<file path="config.mk">
export PLATFORM = sky130hd
export DESIGN_NAME = i2s_receiver
export DESIGN_NICKNAME = d
export VERILOG_FILES = /design/src/rtl/i2s_receiver.sv
export SDC_FILE = /design/constraint.sdc
export NUM_CORES = 1
export LEC_CHECK = 0
export BUFFER_PORTS_ARGS = -buffer_cell sky130_fd_sc_hd__buf_2
export CAP_MARGIN = 20
export CORE_ASPECT_RATIO = 0.6
export CORE_UTILIZATION = 30
export DETAILED_ROUTE_END_ITERATION = 8
export MAX_ROUTING_LAYER = met4
export PLACE_DENSITY = 0.54
export SYNTH_ARGS = -nofsm -noshare
export SYNTH_HDL_FRONTEND = slang
export SYNTH_SLANG_ARGS = --single-unit
export TNS_END_PERCENT = 50
</file>
<file path="constraint.sdc">
create_clock -name clk_125 -period 12.15 [get_ports clk_125]
set_clock_uncertainty 0.15 [all_clocks]
set_input_delay 1.215 -clock clk_125 [delete_from_list [all_inputs] [get_ports clk_125]]
set_output_delay 1.215 -clock clk_125 [all_outputs]
set_load 0.05 [all_outputs]
</file>
<file path="src/rtl/i2s_receiver.sv">
// I2S slave receiver: synchronises externally clocked BCLK/LRCLK/SDATA into clk_125
// and deserialises each left/right slot pair into one stereo sample with a valid pulse.
module i2s_receiver #(
  parameter int DATA_WIDTH  = 32,
  parameter int AUDIO_WIDTH = 24
) (
  input  logic                   clk_125,
  input  logic                   S_AXIS_ARESETN,
  input  logic                   ctrl_sw,
  input  logic                   bclk,
  input  logic                   lrclk,
  input  logic                   serial_data_in1,
  input  logic                   serial_data_in2,
  output logic [AUDIO_WIDTH-1:0] line_in_l,
  output logic [AUDIO_WIDTH-1:0] line_in_r,
  output logic                   line_in_valid,
  output logic                   next_adc_sample,
  output logic                   slot_err
);

  localparam int CW = $clog2(2 * DATA_WIDTH);
  localparam logic [CW-1:0] CNT_MAX   = CW'(2 * DATA_WIDTH - 1);
  localparam logic [CW-1:0] SLOT_LAST = CW'(DATA_WIDTH - 1);

  typedef enum logic [1:0] {SYNC, LEFT, RIGHT} state_t;

  logic [1:0]             rst_pipe;
  logic                   rst_n;
  logic                   sd_raw;
  logic [1:0]             bclk_sync, lr_sync, sd_sync;
  logic                   bclk_prev;
  logic                   rise, lr_q, sd_q;
  logic                   lr_last;
  logic                   lr_edge;
  logic                   len_bad;
  state_t                 state;
  logic [CW-1:0]          cnt;
  logic [AUDIO_WIDTH-1:0] shreg, shreg_next;
  logic [AUDIO_WIDTH-1:0] left_hold, right_hold;
  logic                   frame_done;

  // Reset asserts immediately but releases on a clock edge.
  always_ff @(posedge clk_125 or negedge S_AXIS_ARESETN) begin
    if (!S_AXIS_ARESETN) rst_pipe <= 2'b00;
    else                 rst_pipe <= {rst_pipe[0], 1'b1};
  end
  assign rst_n = rst_pipe[1];

  assign sd_raw = ctrl_sw ? serial_data_in1 : serial_data_in2;

  // NOTE: sequential state uses non-blocking (<=) so every flop samples pre-edge values.
  always_ff @(posedge clk_125 or negedge rst_n) begin
    if (!rst_n) begin
      bclk_sync <= '0;
      lr_sync   <= '0;
      sd_sync   <= '0;
      bclk_prev <= 1'b0;
      rise      <= 1'b0;
      lr_q      <= 1'b0;
      sd_q      <= 1'b0;
    end else begin
      bclk_sync <= {bclk_sync[0], bclk};
      lr_sync   <= {lr_sync[0], lrclk};
      sd_sync   <= {sd_sync[0], sd_raw};
      bclk_prev <= bclk_sync[1];
      rise      <= bclk_sync[1] & ~bclk_prev;
      lr_q      <= lr_sync[1];
      sd_q      <= sd_sync[1];
    end
  end

  // NOTE: default assignment first keeps this block purely combinational (no latch).
  always_comb begin
    shreg_next = shreg;
    for (int i = 0; i < AUDIO_WIDTH; i++) begin
      if (cnt == CW'(AUDIO_WIDTH - 1 - i)) shreg_next[i] = sd_q;
    end
  end

  assign lr_edge = (lr_q != lr_last);
  assign len_bad = (cnt != SLOT_LAST);

  // The bit sampled on the edge rise is the old slot's LSB, so commits use shreg_next.
  always_ff @(posedge clk_125 or negedge rst_n) begin
    if (!rst_n) begin
      state      <= SYNC;
      cnt        <= '0;
      shreg      <= '0;
      left_hold  <= '0;
      right_hold <= '0;
      lr_last    <= 1'b0;
      frame_done <= 1'b0;
      slot_err   <= 1'b0;
    end else begin
      frame_done <= 1'b0;
      if (rise) begin
        lr_last <= lr_q;
        if (lr_edge) begin
          cnt   <= '0;
          shreg <= '0;
          case (state)
            SYNC: if (!lr_q) state <= LEFT;
            LEFT: begin
              left_hold <= shreg_next;
              state     <= RIGHT;
              if (len_bad) slot_err <= 1'b1;
            end
            RIGHT: begin
              right_hold <= shreg_next;
              frame_done <= 1'b1;
              state      <= LEFT;
              if (len_bad) slot_err <= 1'b1;
            end
            default: state <= SYNC;
          endcase
        end else begin
          shreg <= shreg_next;
          if (cnt != CNT_MAX) cnt <= cnt + 1'b1;
        end
      end
    end
  end

  always_ff @(posedge clk_125 or negedge rst_n) begin
    if (!rst_n) begin
      line_in_l       <= '0;
      line_in_r       <= '0;
      line_in_valid   <= 1'b0;
      next_adc_sample <= 1'b0;
    end else begin
      line_in_valid   <= frame_done;
      next_adc_sample <= frame_done;
      if (frame_done) begin
        line_in_l <= left_hold;
        line_in_r <= right_hold;
      end
    end
  end

endmodule

</file>
# [Word level (Yosys, flattened, before mapping)]
# Index checks and enable logic that the tools add are counted.
[totals] register_bits=144 input_bits=7 out_inout_bits=51 wordCells=93
[op_classes] n_addsub=1 eq_ne=29 muxes=33 n_bitwise=2 reduce_logical=9
[op_table] operator="6-bit by 4-bit == test with 1-bit output, second input constant" n=8
[op_table] operator="6-bit by 5-bit == test with 1-bit output, second input constant" n=8
[op_table] operator="1-bit 2-to-1 mux" n=28
[op_table] operator="6-bit by 3-bit == test with 1-bit output, second input constant" n=4
[op_table] operator="24-bit 2-to-1 mux" n=1
[op_table] operator="6-bit by 2-bit == test with 1-bit output, second input constant" n=2
[op_table] operator="6-bit 2-to-1 mux" n=2
[op_table] operator="3-bit AND reduction" n=3
[op_table] operator="6-bit by 1-bit adder with 6-bit output, second input constant" n=1
[op_table] operator="6-bit by 1-bit == test with 1-bit output, second input constant" n=1
[op_table] operator="6-bit logical NOT" n=1
[op_table] operator="6-bit by 5-bit != test with 1-bit output, second input constant" n=1
[op_table] operator="6-bit != test, second input constant" n=1
[op_table] operator="2-bit one-hot mux with 3 select lines" n=1
[op_table] operator="4-bit AND reduction" n=1
[op_table] operator="2-bit by 1-bit == test with 1-bit output, second input constant" n=1
[op_table] operator="2-bit == test, second input constant" n=1
[op_table] operator="2-bit logical NOT" n=1
[op_table] operator="2-bit 2-to-1 mux" n=1
[op_table] operator="2-bit != test, second input constant" n=1
[op_table] operator="2-bit AND reduction" n=1
[op_table] operator="2-bit nonzero test" n=1
[op_table] operator="2-bit OR reduction" n=1
[op_table] operator="1-bit bitwise AND" n=1
[op_table] operator="2 further kinds" n=2

# [Depth between registers and ports, before layout]
# Gate-level depths: netlist of run 1.
[logic_depth] depth_word=4 mapped_depth=8 ltp_nobuf=5

# [Worst setup path after synthesis of run 1]
# OpenSTA, ideal clock, no wires.
[synth_path] path_kind="register to output" startpoint="register next_adc_sample" endpoint="output next_adc_sample" arrival_time_ps=886 t_required_ps=10785 setup_slack_ps=9899 path_stages_with_launch=2 path_buffers=1 path_cell_list="dfrtp_1 > buf_4"
[synth_rtl] element="start, declared" line="17" source="output logic next_adc_sample,"
[synth_rtl] element="start signal, assigned" line="132" source="next_adc_sample <= frame_done;"
# No word-level cell between the ends.

# [Final worst setup path of run 1]
[layout_path] startpoint="register rise" endpoint="register left_hold[2]"
[layout_via] elab_chain_cells=1
[layout_rtl] element="start, declared" line="32" source="logic rise, lr_q, sd_q;"
[layout_rtl] element="start signal, assigned" line="66" source="rise <= bclk_sync[1] & ~bclk_prev;"
[layout_rtl] element="3-bit AND reduction (no line)"
[layout_rtl] element="end signal, assigned" line="104" source="left_hold <= shreg_next;"
[layout_rtl] element="end, declared" line="39" source="logic [AUDIO_WIDTH-1:0] left_hold, right_hold;"
# No other way between the ends.
# A chain may end at the register's enable or synchronous reset.

==> metrics.txt, run 1 <==
status=complete, no violations; die height=114 µm; Final Max Tran Viols=0; ANT nets after route=0; Initial Util=31.0%; EDFF count, synth=0; die footprint=21500 µm²; # port buffers=57; Max Clock Freq=0.311 GHz; Root Driver=clkbuf_16; Pleak=3.21 nW; Worst path slowest cell=dfrtp_1; Seq cells post-synth=144; Worst VDD drop=0.0969 mV; worst slack, placed=8.98 ns; R2R Setup Slk=8.93 ns; post-synth top area share=57.3%; worst-path cell chain=and2_1, and2_1, a31oi_1; worst-case clock buffer depth=2; syn nets=560; slowest stage delay, CP=0.94 ns; Multi-input gate area=2390 µm²; Syn Area/Cell=11.5 µm²; dpl hpwl=10100 µm; post-CTS setup buffers=0; Worst-Skew Late Latency=0.42 ns; gr usage total=15.2%; Rows=40; R2R depth=3; Core Area=20300 µm²; Setup crit end kind=register; synthesized area=6280 µm²; critical path type=reg2reg; Hold WC Path Type=reg2reg; pin count of the biggest net entering global routing=73; DR vias=4538; # IOs=58; most instantiated library cell after synthesis=dfrtp_1; most used cell, CP=and2_1; final setup violation count=0; Critical R2R Launch=rise; Worst slew margin=31.2%; RSZ-0062 raised after global routing=false; top cells by area, synth=dfrtp_1, mux2_2, a21oi_1; crit share post-route=26.5%; fin crit period=3.22 ns; grt ovf=0; final net count=595; routed len/inst=17.3 µm; Worst Path Max Fanout=31; # fillers=1988; post-CTS sizing=0; setup TNS=0 ns; CTS tree=done; initial antenna violation count=0; Worst Tran Pin Value=1.03 ns; CP startpoint kind=register; Worst-path clk slew=0.07 ns; Die X=189 µm; Layout area overhead=16.3%; Hold Path Origin=sd_sync[0]; Hold Fails Final Rpt=0; H-tree levels=4; asr flop ratio synth=100%; initial drt markers=476; total number of yosys warnings=0; sequential area share after synthesis=57.3%; dominant synthesized flop cell=dfrtp_1; WP data required=12.24 ns; Pre-Repair DR Iteration Count=7; Worst Hold End=sd_sync[1]; # hold bufs at CTS=0; WL final=15000 µm; top cells by count, synth=dfrtp_1, a21oi_1, mux2_2; DRC violations left=0; post-route setup slack=8.93 ns; Yosys top cell by area=dfrtp_1; register area=3610 µm²; max cap viols=0; Unique masters post-synth=42; TritonCTS Buffers=17; first-pass GRT wire length=24500 µm; CTS sink count=144; arrival time worst endpoint=3.31 ns; RD Place Congestion=0.822; number of global-route vias before repair=4340; Antenna Cells=0; DR vias/cell=5.24; fraction of layout cells with a size suffix above 1=27.5%; Post-Syn Instances=545; Pwr Total=1.73 mW; pwr/cell area=237 nW/µm²; depth of the worst hold-timing path=0; RR Endpoint=left_hold[2]
how the worst max path moves through the flow:
| stage | startpoint | to | slack (ns) |
|---|---|---|---|
| after detailed placement | rise | left_hold[8] | 8.98 |
| final | rise | left_hold[2] | 8.93 |
| after global placement | rise | left_hold[18] | 9.15 |
| after CTS | rise | left_hold[2] | 8.95 |
| after floorplan | rst_pipe[1] | bclk_prev | 7.69 |
| after global routing | rise | left_hold[18] | 8.57 |
per-layer routing:
metal  vias to the layer above  global-route usage, %  share of wire, %
li1                       2072                      -                 -
met1                      2269                   23.8                52
met2                       192                   19.0                40
met3                         5                   3.74               7.0
met4                         0                   3.71              0.43
met5                         -                      -                 0
critical path, delay by kind of cell, from the launching register on:
kind	cells	cell delay [ns]
AO/OA/AOI/OAI	1	0.19
flip-flops	1	0.94
AND/OR/NAND/NOR	2	1.74
metrics by stage:
| step | cell area, µm² | util, % | instances | hold WS (ns) |
|---|---|---|---|---|
| floorplan | 6280 | - | 545 | 0.181 |
| global placement | 6680 | 33.0 | 832 | 0.185 |
| detailed placement | 6680 | 33.0 | 832 | 0.185 |
| CTS | 7260 | 35.8 | 864 | 0.199 |
| global route | 7310 | 36.0 | 866 | 0.203 |
| finish | 7310 | 36.0 | 866 | 0.198 |
flip-flops by register name (all words and copies together), names as in the netlist, 6 cells and up:
register / count
line_in_l: 24
right_hold: 24
cnt: 6
left_hold: 24
line_in_r: 24
shreg: 24
report_power, final:
part,switching [mW],leakage [nW],internal [mW]
clock network,0.222,0.270,0.289
logic,0.338,1.09,0.159
registers,0.103,1.86,0.618
cells in the final DEF, fill, tap and decap left out, types with 4 or more instances in the layout:
cell type / n
a21oi_1: 75
a31oi_1: 50
and2_1: 5
and3b_1: 5
buf_2: 57
buf_4: 4
clkbuf_16: 17
clkinvlp_4: 4
dfrtp_1: 142
ha_1: 8
inv_1: 7
inv_6: 5
mux2_2: 51
nand2_1: 25
nand3_1: 31
nand4_1: 6
nor3b_4: 4
o21ai_0: 28
o21ai_1: 18
or3b_1: 5
final cells by class:
type	instances	share of cell area [%]
sequential	144	49.4
multi-input combinational	347	32.7
inverter	7	0.360
clock inverter	14	2.00
timing repair buffer	63	4.97
tap	273	4.67
clock buffer	18	5.87
cells by family (layout without fill, tap and decap cells):
| family | Yosys count | count (layout) | synth area share [%] |
|---|---|---|---|
| AO/OA/AOI/OAI | 183 | 183 | 16.3 |
| XOR/XNOR | 2 | 2 | 0.279 |
| adder cells (fa/ha/maj) | 8 | 8 | 1.59 |
| buffers and inverters | 54 | 102 | 4.88 |
| flip-flops | 144 | 144 | 57.3 |
| multiplexers | 51 | 51 | 9.14 |
| other | 1 | 1 | 0.0597 |
| AND/OR/NAND/NOR | 102 | 102 | 10.4 |
Note: power is estimated with default switching activity, not from simulation.
==> run 2, diff against run 1 <==
--- a/config.mk
+++ b/config.mk
@@ -11,7 +11,7 @@
 export CORE_UTILIZATION = 30
 export DETAILED_ROUTE_END_ITERATION = 8
 export MAX_ROUTING_LAYER = met4
-export PLACE_DENSITY = 0.54
+export PLACE_DENSITY = 0.56
 export SYNTH_ARGS = -nofsm -noshare
 export SYNTH_HDL_FRONTEND = slang
 export SYNTH_SLANG_ARGS = --single-unit
==> constraint.sdc (replaced) <==
create_clock -name clk_125 -period 2.7 [get_ports clk_125]
set_clock_uncertainty 0.15 [all_clocks]
set_input_delay 0.27 -clock clk_125 [delete_from_list [all_inputs] [get_ports clk_125]]
set_output_delay 0.27 -clock clk_125 [all_outputs]
set_load 0.05 [all_outputs]
==> metrics.txt, run 2 (synthesized netlist as in run 1, its figures left out) <==
status=complete, no violations (unchanged); worst-path cell chain=ha_1, or3b_1, o21ai_0, a31oi_1 (was and2_1, and2_1, a31oi_1); clock share of power=30.0% (was 29.6%); grt ovf=0 (unchanged); pwr/cell area=1060 nW/µm² (was 237 nW/µm²); Hold Fails Final Rpt=0 (unchanged); commonest non-fill, non-tap cells in the layout=dfrtp_1, a21oi_1, buf_2 (unchanged); final setup violation count=0 (unchanged); Die X=189 µm (unchanged); sequential share of power=41.1% (was 41.7%); WP data required=2.84 ns (was 12.24 ns); TritonCTS Buffers=17 (unchanged); number of global-route vias before repair=4295 (was 4340); routed len/inst=17.5 µm (was 17.3 µm); first-pass GRT wire length=24800 µm (was 24500 µm); Final Util=36.8% (was 36.0%); Switching Fraction=38.3% (about the same); die height=114 µm (unchanged); met2 wire length=6110 µm (was 6060 µm); DR vias/cell=5.26 (was 5.24); post-CTS setup buffers=0 (unchanged); Layout area overhead=18.6% (was 16.3%); setup TNS=0 ns (unchanged); most common cell after layout, fill and taps aside=dfrtp_1 (unchanged); Worst VDD drop=0.560 mV (was 0.0969 mV); initial antenna violation count=0 (unchanged); ANT nets after route=0 (unchanged); crit share post-route=81.8% (was 26.5%); max cap viols=0 (unchanged); Worst Path Max Fanout=10 (was 31); RD Place Congestion=0.916 (was 0.822); gr usage total=15.6% (was 15.2%); # IOs=58 (unchanged); Setup crit end kind=register (unchanged); Worst slew margin=50.5% (was 31.2%); # hold bufs at CTS=6 (was 0); Max Used Layer=met4 (unchanged); critical path type=reg2reg (unchanged); Pre-Repair DR Iteration Count=6 (was 7); CP startpoint kind=register (unchanged); Net Switching=3.01 mW (was 0.662 mW); post-CTS sizing=0 (unchanged); Multi-input gate area=2390 µm² (unchanged); fin crit period=2.21 ns (was 3.22 ns); H-tree levels=4 (unchanged); placed insts=843 (was 832); final net count=610 (was 595); CTS sink count=144 (unchanged); Worst-Skew Late Latency=0.42 ns (about the same); # port buffers=57 (unchanged); Post-Layout Cell Count=881 (was 866); RSZ-0062 raised after global routing=false (unchanged); DR vias=4637 (was 4538); slowest stage delay, CP=0.53 ns (was 0.94 ns); dpl hpwl=10500 µm (was 10100 µm); fraction of layout cells with a size suffix above 1=28.5% (was 27.5%); cell internal pwr=4.86 mW (was 1.07 mW); Worst-path clk slew=0.06 ns (was 0.07 ns); WL final=15500 µm (was 15000 µm); Antenna Cells=0 (unchanged); initial drt markers=517 (was 476); Core Area=20300 µm² (unchanged); wl on met1=7980 µm (was 7810 µm); Final Max Tran Viols=0 (unchanged); Pleak=3.31 nW (was 3.21 nW); Worst Tran Pin Value=0.743 ns (was 1.03 ns); Comb pwr share=28.9% (was 28.7%); register area=3610 µm² (unchanged); pin count of the biggest net entering global routing=60 (was 73); met3 wire length=1250 µm (was 1040 µm); Rows=40 (unchanged); Initial Util=31.0% (unchanged); arrival time worst endpoint=2.35 ns (was 3.31 ns); Hold WC Path Type=reg2async (was reg2reg); Worst path slowest cell=or3b_1 (was dfrtp_1); CTS tree=done (unchanged); die footprint=21500 µm² (unchanged); # fillers=1964 (was 1988); Root Driver=clkbuf_16 (unchanged); worst-case clock buffer depth=2 (unchanged); Max Clock Freq=0.453 GHz (was 0.311 GHz); DRC violations left=0 (unchanged)
==> run 2: layout make-up <==
class | count | area share, %
clock inverter | 14 | 2.15
timing repair buffer | 78 | 6.48
inverter | 7 | 0.353
sequential | 144 | 48.4
clock buffer | 18 | 5.89
multi-input combinational | 347 | 32.1
tap | 273 | 4.58
==> run 2: worst paths after layout <==
check	endpoint	slack, ns	from	cells after the start
worst min-delay path	line_in_r[15]	0.15	rst_pipe[1]	0
min in group clk_125	sd_q	0.20	sd_sync[1]	0
worst min register to register	line_in_r[15]	0.15	rst_pipe[1]	0
max in group asynchronous	right_hold[1]	1.53	rst_pipe[1]	1
worst max register to register	left_hold[8]	0.49	cnt[0]	4
worst max-delay path	left_hold[8]	0.49	cnt[0]	4
==> run 2: metrics by stage <==
step	hold slack [ns]	total power, mW	cell area (µm²)	setup WS (ns)
3_5_place_dp	-0.0894	5.54	6790	0.530
5_1_grt	0.202	8.29	7450	0.381
3_3_place_gp	-0.0927	5.48	6790	0.544
4_1_cts	0.181	7.95	7450	0.512
6_report	0.150	7.87	7450	0.491
2_1_floorplan	-0.176	4.88	6280	0.160
==> run 2: critical path, delay by kind of cell, from the launching register on <==
family,cells,cell delay [ns]
adder cells (fa/ha/maj),1,0.38
AO/OA/AOI/OAI,2,0.55
AND/OR/NAND/NOR,1,0.53
flip-flops,1,0.46
==> run 2: per-layer routing <==
| metal | vias up | GRT usage, % |
|---|---|---|
| met5 | - | - |
| met4 | 0 | 5.00 |
| met3 | 13 | 4.23 |
| met2 | 199 | 19.2 |
| met1 | 2318 | 23.8 |
| li1 | 2107 | - |
==> run 2: power by group through the flow <==
stage	Sequential [mW]	Combinational (mW)	Clock, mW
2_1_floorplan	3.84	1.05	0
3_3_place_gp	3.24	2.24	0
3_5_place_dp	3.27	2.27	0
4_1_cts	3.23	2.28	2.43
5_1_grt	3.32	2.45	2.51
6_report	3.23	2.27	2.36
